==> src/rtl/enable_gen_pkg.sv <==
// Shared encodings and default sizing for the counter-enable strobe generator.
package enable_gen_pkg;

  // Registered operating mode of the strobe generator.
  typedef enum logic {
    MODE_STEP = 1'b0,
    MODE_RUN  = 1'b1
  } mode_e;

  // Defaults sized for a board clock in the tens of MHz.
  localparam int DEF_DIV_WIDTH = 24;
  localparam int DEF_DB_CYCLES = 20000;
  localparam int DEF_DB_BITS   = 16;

endpackage

==> src/rtl/btn_debounce.sv <==
// Two-flop synchroniser plus debounce filter for a raw push-button.
// btn_level changes only after DB_CYCLES consecutive synchronised samples
// disagree with it; btn_rise is a registered one-cycle pulse on each 0->1
// update of btn_level.
module btn_debounce
  import enable_gen_pkg::*;
#(
  parameter int DB_CYCLES = DEF_DB_CYCLES,
  parameter int DB_BITS   = DEF_DB_BITS
) (
  input  logic clk,
  input  logic rst,
  input  logic step_btn,
  output logic btn_level,
  output logic btn_rise
);

  localparam logic [DB_BITS-1:0] DB_LAST = DB_BITS'(DB_CYCLES - 1);

  logic [1:0]         sync_q;
  logic [DB_BITS-1:0] count_q;
  logic               sample;

  assign sample = sync_q[1];

  // Bring the asynchronous button into the clk domain before any use.
  always_ff @(posedge clk or negedge rst) begin
    if (!rst) begin
      sync_q <= 2'b00;
    end else begin
      sync_q <= {sync_q[0], step_btn};
    end
  end

  // Count consecutive disagreeing samples; accept the new level on the last one.
  always_ff @(posedge clk or negedge rst) begin
    if (!rst) begin
      count_q   <= '0;
      btn_level <= 1'b0;
      btn_rise  <= 1'b0;
    end else begin
      btn_rise <= 1'b0;
      if (sample != btn_level) begin
        if (count_q == DB_LAST) begin
          btn_level <= sample;
          btn_rise  <= sample;
          count_q   <= '0;
        end else begin
          count_q <= count_q + 1'b1;
        end
      end else begin
        count_q <= '0;
      end
    end
  end

endmodule

==> src/rtl/enable_pulse_gen.sv <==
// One-cycle counter_enable strobe for the Counter blocks: free-run at a
// programmable period, or single-step from a debounced push-button.
// halt freezes the divider and blocks every strobe. mode_dbg exposes the
// registered mode for observation.
module enable_pulse_gen
  import enable_gen_pkg::*;
#(
  parameter int DIV_WIDTH = DEF_DIV_WIDTH,
  parameter int DB_CYCLES = DEF_DB_CYCLES,
  parameter int DB_BITS   = DEF_DB_BITS
) (
  input  logic                 clk,
  input  logic                 rst,
  input  logic                 run_mode,
  input  logic                 step_btn,
  input  logic [DIV_WIDTH-1:0] div_value,
  input  logic                 halt,
  output logic                 counter_enable,
  output logic                 btn_level,
  output mode_e                mode_dbg
);

  mode_e                mode_q, mode_nx;
  logic [DIV_WIDTH-1:0] div_q, div_nx;
  logic [DIV_WIDTH-1:0] last_tick;
  logic                 ce_nx;
  logic                 btn_rise;

  btn_debounce #(
    .DB_CYCLES (DB_CYCLES),
    .DB_BITS   (DB_BITS)
  ) u_btn_debounce (
    .clk       (clk),
    .rst       (rst),
    .step_btn  (step_btn),
    .btn_level (btn_level),
    .btn_rise  (btn_rise)
  );

  // Terminal divider value; a period of 0 behaves like 1. Compared live so a
  // shrinking div_value wraps promptly instead of counting through the top.
  assign last_tick = (div_value == '0) ? '0 : div_value - 1'b1;

  assign mode_dbg = mode_q;

  // Mode, divider and output strobe registers.
  always_ff @(posedge clk or negedge rst) begin
    if (!rst) begin
      mode_q         <= MODE_STEP;
      div_q          <= '0;
      counter_enable <= 1'b0;
    end else begin
      mode_q         <= mode_nx;
      div_q          <= div_nx;
      counter_enable <= ce_nx;
    end
  end

  // Next mode, divider and strobe; a mode change always wins over a pending strobe.
  always_comb begin
    mode_nx = mode_q;
    div_nx  = div_q;
    ce_nx   = 1'b0;
    case (mode_q)
      MODE_STEP: begin
        div_nx = '0;
        if (run_mode) begin
          mode_nx = MODE_RUN;
        end else begin
          ce_nx = btn_rise & ~halt;
        end
      end
      MODE_RUN: begin
        if (!run_mode) begin
          mode_nx = MODE_STEP;
          div_nx  = '0;
        end else if (!halt) begin
          if (div_q >= last_tick) begin
            div_nx = '0;
            ce_nx  = 1'b1;
          end else begin
            div_nx = div_q + 1'b1;
          end
        end
      end
      default: begin
        mode_nx = MODE_STEP;
        div_nx  = '0;
      end
    endcase
  end

endmodule

==> config.mk <==
export PLATFORM = sky130hd
export DESIGN_NAME = enable_pulse_gen
export DESIGN_NICKNAME = d
export VERILOG_FILES = /design/src/rtl/enable_gen_pkg.sv /design/src/rtl/btn_debounce.sv /design/src/rtl/enable_pulse_gen.sv
export SDC_FILE = /design/constraint.sdc
export NUM_CORES = 1
export LEC_CHECK = 0
export CAP_MARGIN = 20
export CORE_UTILIZATION = 40
export DETAILED_ROUTE_END_ITERATION = 8
export GPL_TIMING_DRIVEN = 0
export PLACE_DENSITY = 0.59
export SLEW_MARGIN = 10
export SYNTH_ARGS = -nofsm -noshare
export SYNTH_HDL_FRONTEND = slang
export SYNTH_SLANG_ARGS = --single-unit
==> constraint.sdc <==
create_clock -name clk -period 2.5 [get_ports clk]
set_input_delay 0.5 -clock clk [delete_from_list [all_inputs] [get_ports clk]]
set_output_delay 0.5 -clock clk [all_outputs]
set_load 0.05 [all_outputs]
---- Word-level counts from Yosys, hierarchy flattened ----
Index checks and enable logic that the tools add are counted.
operators by class
  add/subtract/negate cells ............... 3
  order comparisons ....................... 1
  equal/unequal tests ..................... 3
  mux-type cells .......................... 15
  bitwise operators ....................... 3
  reduce and logical (&&, ||, !) cells .... 2
operator list
  cell                                                 number
  two-way mux 24 bit                                   4
  case mux 24 bit (2 select lines)                     1
  two-way mux 16 bit                                   2
  adder 24 x 1 -> 24 bit (second input constant)       1
  >= comparator 24 bit                                 1
  logical NOT 24 bit                                   1
  subtractor 24 x 1 -> 24 bit (second input constant)  1
  adder 16 x 1 -> 16 bit (second input constant)       1
  == test 16 x 15 -> 1 bit (second input constant)     1
  two-way mux 1 bit                                    7
  != test 3 bit (second input constant)                1
  NOT 1 bit                                            2
  case mux 1 bit (2 select lines)                      1
  AND reduction 2 bit                                  1
  bitwise AND 1 bit                                    1
  != test 1 bit                                        1
storage, ports and cells
  register bits after elaboration ......... 46
  bits of input ports ..................... 29
  output and inout bits ................... 3

---- Depth between registers and ports, before layout ----
  word-level depth ........................ 7
  mapped depth ............................ 16

---- By module ----
A second synthesis with hierarchy kept.
second synthesis, totals
  cells, all modules ...................... 419
  area total of the unflattened synthesis .. 3,612.2 um^2
by module, submodules not included
  module            times used  cells each  area each (um^2)  sequential area each (um^2)
  enable_pulse_gen  1           331         2,625.0           650.6
  btn_debounce      1           88          987.2             500.5

---- Worst setup path before layout ----
Ideal clock, no wire load.
  path kind ............................... input-to-reg
  start ................................... input div_value[15]
  end ..................................... register div_q[6]
  arrival time ............................ 3,498 ps
  data required time ...................... 2,435 ps
  path slack .............................. -1,063 ps
  stages .................................. 15
  buffers on the path ..................... 4
  cell sequence ........................... or4_4 or2_1 or3_1 buf_2 buf_6 nand2_1 ha_1 and3_1 o21ai_1 a31oi_1 o311a_1 buf_6 buf_4 nor4_1 o21a_1
on the way
  word-level cells in the longest chain between the ends .. 7
  elaborated cells between the ends (all ways) .. 8
  those cells by class .................... add/sub (1); order compare (1); mux (5); reduce/logical (1)
ends and longest elaborated chain
  what                                                               line                    source
  start: declaration                                                 enable_pulse_gen.sv:16  input logic [DIV_WIDTH-1:0] div_value,
  subtractor 24 x 1 -> 24 bit or logical NOT 24 bit (tied branches)  enable_pulse_gen.sv:42  assign last_tick = (div_value == '0) ? '0 : div_value - 1'b1;
  two-way mux 24 bit *                                               enable_pulse_gen.sv:42
  >= comparator 24 bit *                                             enable_pulse_gen.sv:78  if (div_q >= last_tick) begin
  two-way mux 24 bit *                                               enable_pulse_gen.sv:78
  two-way mux 24 bit *                                               enable_pulse_gen.sv:77  end else if (!halt) begin
  two-way mux 24 bit *                                               enable_pulse_gen.sv:74  if (!run_mode) begin
  case mux 24 bit (2 select lines) *                                 enable_pulse_gen.sv:64  case (mode_q)
  end signal: assignment                                             enable_pulse_gen.sv:54  div_q <= div_nx;
  end: declaration                                                   enable_pulse_gen.sv:24  logic [DIV_WIDTH-1:0] div_q, div_nx;
Mark *: on every way between the ends. The rest lies on a longest branch, timed or not. The select of a mux whose other input is x is not followed.
A chain may end at the register's enable or synchronous reset.

---- Final worst setup path ----
  start ................................... input div_value[12]
  end ..................................... register div_q[19]
Same word-level chain as after synthesis.

==> flow_summary.rst <==
.. list-table::
   :header-rows: 1

   * - Metric
     - Value
   * - Outcome
     - complete, but fails checks
   * - Failing checks
     - negative setup slack
   * - H-Tree Level Count
     - 2
   * - Fraction of registers with async set or reset after synthesis
     - 1.00
   * - TritonCTS clock tree
     - built
   * - Most common cell type on the critical path
     - buf_8
   * - Worst clock skew
     - 0.0178 ns
   * - Placed Cells incl. Taps
     - 532
   * - Achievable frequency
     - 0.277 GHz
   * - Proportion of synthesized chip area in sequential cells
     - 0.327
   * - Std-Cell Rows
     - 33
   * - Vias in the first global route
     - 3170
   * - Min Clock Period, post-route
     - 3.61 ns
   * - Reg clk slew, reported paths
     - 0.10 ns
   * - Layout Nets
     - 524
   * - Number of enable flip-flop cells after synthesis
     - 0
   * - Logic depth of the worst register-to-register path
     - 9
   * - Worst setup margin
     - -1.11 ns
   * - Post-synthesis to final-layout area growth
     - 44.5%
   * - Adder-cell share of the synthesized area
     - 0.0996
   * - R2r setup slk
     - 0.05 ns
   * - Utilization after layout
     - 0.606
   * - Worst reg2reg path startpoint
     - div_q[21]$_DFFE_PN0P_
   * - Synthesized net count
     - 452
   * - Vias
     - 3225
   * - Count of maximum capacitance violations
     - 0
   * - Vias per inst
     - 5.63
   * - Synth Area per Inst
     - 8.91 sq um
   * - First-pass GRT wire length
     - 15000 um
   * - Port-buffer cells
     - 31
   * - #FFs+latches synth
     - 46
   * - Power per cell area
     - 291 mW/mm^2
   * - Overall Global Routing Usage
     - 0.216
   * - Number of diodes
     - 0
   * - Pin count of the biggest net entering global routing
     - 36
   * - Proportion of synthesized area in mux cells
     - 0.00320
   * - Slowest library cell on the worst path
     - or4_4
   * - Leak pwr
     - 2.25 nW
   * - Simple-gate share of the synthesized area
     - 0.305
   * - Period Utilization, post-route
     - 1.44
   * - Synthesized-area fraction occupied by ao, oa, aoi and oai cells
     - 0.143
   * - Starting utilization of the core area
     - 0.420
   * - Post-placement cell area
     - 0.00420 sq mm
   * - Biggest fanout along the worst timing path
     - 8
   * - Setup total negative slack
     - -26.13 ns
   * - Overall die area
     - 0.00917 sq mm
   * - Slew margin rel.
     - 0.446
   * - Netlist Area Pre-Place
     - 0.00352 sq mm
   * - Post-route ant nets
     - 0
   * - Number of cells produced by synthesis
     - 395
   * - Max Slew Vio Count
     - 0
   * - Residual overflow from global routing
     - 0
   * - Total CTS buffers
     - 5
   * - Clock latency at the later pin of the worst-skew pair
     - 0.31 ns
   * - Slowest cell delay on critical path
     - 0.54 ns
   * - Max Buffers Root-to-Sink
     - 2
   * - Buffer cell driving the clock tree root
     - clkbuf_8
   * - Number of inserted filler cells in the final layout
     - 691
   * - Maximum VDD drop
     - 0.336 mV
   * - Worst hold margin
     - 0.0710 ns
   * - Data required time at the worst endpoint
     - 2.75 ns
   * - Pin slew with the least headroom to its limit
     - 0.824 ns
   * - Wire length per cell after detailed routing
     - 16.8 um
   * - Routability cong.
     - 0.799
   * - Horizontal extent of the die
     - 95.8 um
   * - Number of distinct library cells after synthesis
     - 63
   * - Worst min-delay path category
     - in -> async
   * - Post-detailed-route DRC marker count
     - 0
   * - Kind of critical path
     - in -> reg
   * - Yosys Warn Count
     - 0
   * - Area inside the core boundary
     - 0.00838 sq mm
   * - Hpwl dp
     - 6250 um
   * - Post-placement worst setup slack
     - -2.00 ns
   * - Cell Chain, Critical Path
     - buf_8 > or4_4 > or2_4 > or3_4 > buf_8 > nand2_2 > ha_4 > nand4_1 > nor4_4 > buf_4 > a221oi_4 > nand3_4 > buf_12 > buf_16 > o31ai_2 > a21o_1
   * - Unrepaired setup endpoints after global routing
     - true
   * - Final cell count without fillers
     - 573
   * - Clock Sinks
     - 46
   * - Final setup violation count
     - 25
   * - Height of the chip
     - 95.8 um
   * - Fin area
     - 0.00508 sq mm
   * - Setup crit end kind
     - flip-flop
   * - Routed Wire Length
     - 9650 um
   * - Detailed-routing iteration count for the pre-antenna-repair pass
     - 4
   * - Number of ports placed on the die boundary
     - 32
   * - Layout cells sized above 1
     - 0.342
   * - Arrival @ worst endpoint
     - 3.86 ns
   * - Dominant register cell in the synthesized netlist
     - dfrtp_1
   * - Combinational family with the most area after synthesis
     - simple AND/OR/NAND/NOR gates
   * - Count of endpoints failing hold in the final timing report
     - 0
   * - Initial antenna violation count
     - 0
   * - Drt initial violations
     - 166
   * - Kind of start point of the critical path
     - input pin
   * - R2r endpoint
     - div_q[23]$_DFFE_PN0P_
   * - Total Power
     - 1.48 mW
   * - Xor/xnor share of the synthesized area
     - 0.0871
-- synthesized netlist by cell type (2+ instances only) --
library cell | n | area, sq um
ha_1 | 28 | 350
a211oi_1 | 6 | 45.0
nand2_1 | 56 | 210
or3_1 | 9 | 56.3
buf_2 | 3 | 15.0
clkbuf_1 | 3 | 11.3
buf_6 | 4 | 45.0
and3_2 | 4 | 30.0
o21ai_1 | 2 | 10.0
a21oi_1 | 9 | 45.0
xnor2_1 | 9 | 78.8
nor2_1 | 35 | 131
o22a_1 | 2 | 17.5
nor4b_1 | 5 | 43.8
nor3_2 | 4 | 40.0
nor4_1 | 6 | 37.5
a22o_1 | 3 | 26.3
or2_1 | 2 | 12.5
nand2b_1 | 3 | 18.8
inv_1 | 7 | 26.3
o311ai_0 | 5 | 43.8
and2_1 | 3 | 18.8
o2bb2ai_1 | 2 | 17.5
nand4_1 | 8 | 50.1
nand3_1 | 10 | 50.1
buf_4 | 2 | 15.0
xor2_1 | 26 | 228
a21o_1 | 10 | 75.1
nor2b_1 | 2 | 12.5
and3_1 | 10 | 62.6
o31ai_1 | 8 | 60.1
dfrtp_1 | 46 | 1150
nand4_2 | 2 | 25.0
nor4_2 | 2 | 25.0
o21ai_0 | 9 | 45.0
o21a_1 | 5 | 37.5
nor3b_1 | 6 | 45.0
nor3_1 | 11 | 55.1
or2_2 | 4 | 25.0
-- layout make-up --
class / count / area [sq um] / share of cell area
multi-input cells: 329 / 2830 / 0.557
repair buffers: 67 / 703 / 0.138
plain buffers: 11 / 154 / 0.0303
inverters: 7 / 26.3 / 0.00517
clock inverters: 2 / 13.8 / 0.00271
well taps: 105 / 131 / 0.0258
clock buffers: 6 / 72.6 / 0.0143
flip-flops and latches: 46 / 1150 / 0.226
-- worst max path at each step --
| stage | cells after the start | start | endpoint |
|---|---|---|---|
| 3_5_place_dp | 15 | div_value[3] | div_q[4]$_DFFE_PN0P_ |
| 4_1_cts | 16 | div_value[12] | div_q[15]$_DFFE_PN0P_ |
| 5_1_grt | 16 | div_value[6] | div_q[23]$_DFFE_PN0P_ |
| 3_3_place_gp | 15 | div_value[3] | div_q[4]$_DFFE_PN0P_ |
| 6_report | 16 | div_value[12] | div_q[19]$_DFFE_PN0P_ |
| 2_1_floorplan | 13 | div_value[12] | div_q[4]$_DFFE_PN0P_ |
-- cells in the final DEF (no fill, tap or decap), drive strengths merged, types with 4 or more instances in the layout --
master,netlist,final
a211oi,6,6
a21o,10,10
a21oi,9,9
and2,4,4
and3,14,14
buf,10,48
clkbuf,4,18
clkdlybuf4s50,0,8
dfrtp,46,46
dlygate4sd2,0,7
ha,28,28
inv,7,7
nand2,57,57
nand3,12,13
nand4,10,10
nor2,35,35
nor3,15,15
nor3b,6,6
nor4,9,9
nor4b,5,5
o21a,5,5
o21ai,11,11
o311ai,5,5
o31ai,8,8
or2,6,6
or3,9,9
xnor2,9,9
xor2,26,26
-- where the power goes --
group          internal [mW]  switching [mW]  total [mW]
combinational          0.123           0.141       0.265
sequential             0.751         0.00685       0.758
clock                  0.198           0.260       0.458
total                   1.07           0.409        1.48
-- per-layer routing --
| layer | GRT usage | share of wire | vias to the layer above |
|---|---|---|---|
| met1 | 0.256 | 0.43 | 1540 |
| met3 | 0.0316 | 0.036 | 24 |
| met5 | 0 | 0 | - |
| met2 | 0.380 | 0.50 | 78 |
| li1 | - | - | 1583 |
| met4 | 0.103 | 0.040 | 0 |
-- state kept, by name, indices dropped and copies added, names as in the netlist --
name                      cells
u_btn_debounce.count_q       16
div_q                        24
mode_dbg                      1
u_btn_debounce.btn_level      1
u_btn_debounce.btn_rise       1
u_btn_debounce.sync_q         2
counter_enable                1
-- repair_timing --
item,in CTS,in global routing
setup buffers,22,5
hold endpoints to repair,0,0
hold buffers,0,0
setup endpoints to repair,25,25
pin swaps,42,36
cloned,7,3
resized for setup,112,44
-- logic make-up (layout without fill, tap and decap cells) --
| group | after synthesis | after routing |
|---|---|---|
| AND/OR/NAND/NOR | 194 | 195 |
| AO/OA/AOI/OAI | 70 | 70 |
| flip-flops | 46 | 46 |
| XOR/XNOR | 35 | 35 |
| adder cells (fa/ha/maj) | 28 | 28 |
| buffers and inverters | 21 | 93 |
| multiplexers | 1 | 1 |
-- worst max-delay path: cells and delay by family --
kind,cells,cell delay [ns]
and+or+nand+nor,7,1.75
adders and majority gates,1,0.19
buffers and inverters,5,0.77
AOI/OAI and AO/OA,3,0.64
No activity file was read; power rests on OpenSTA's default activity.
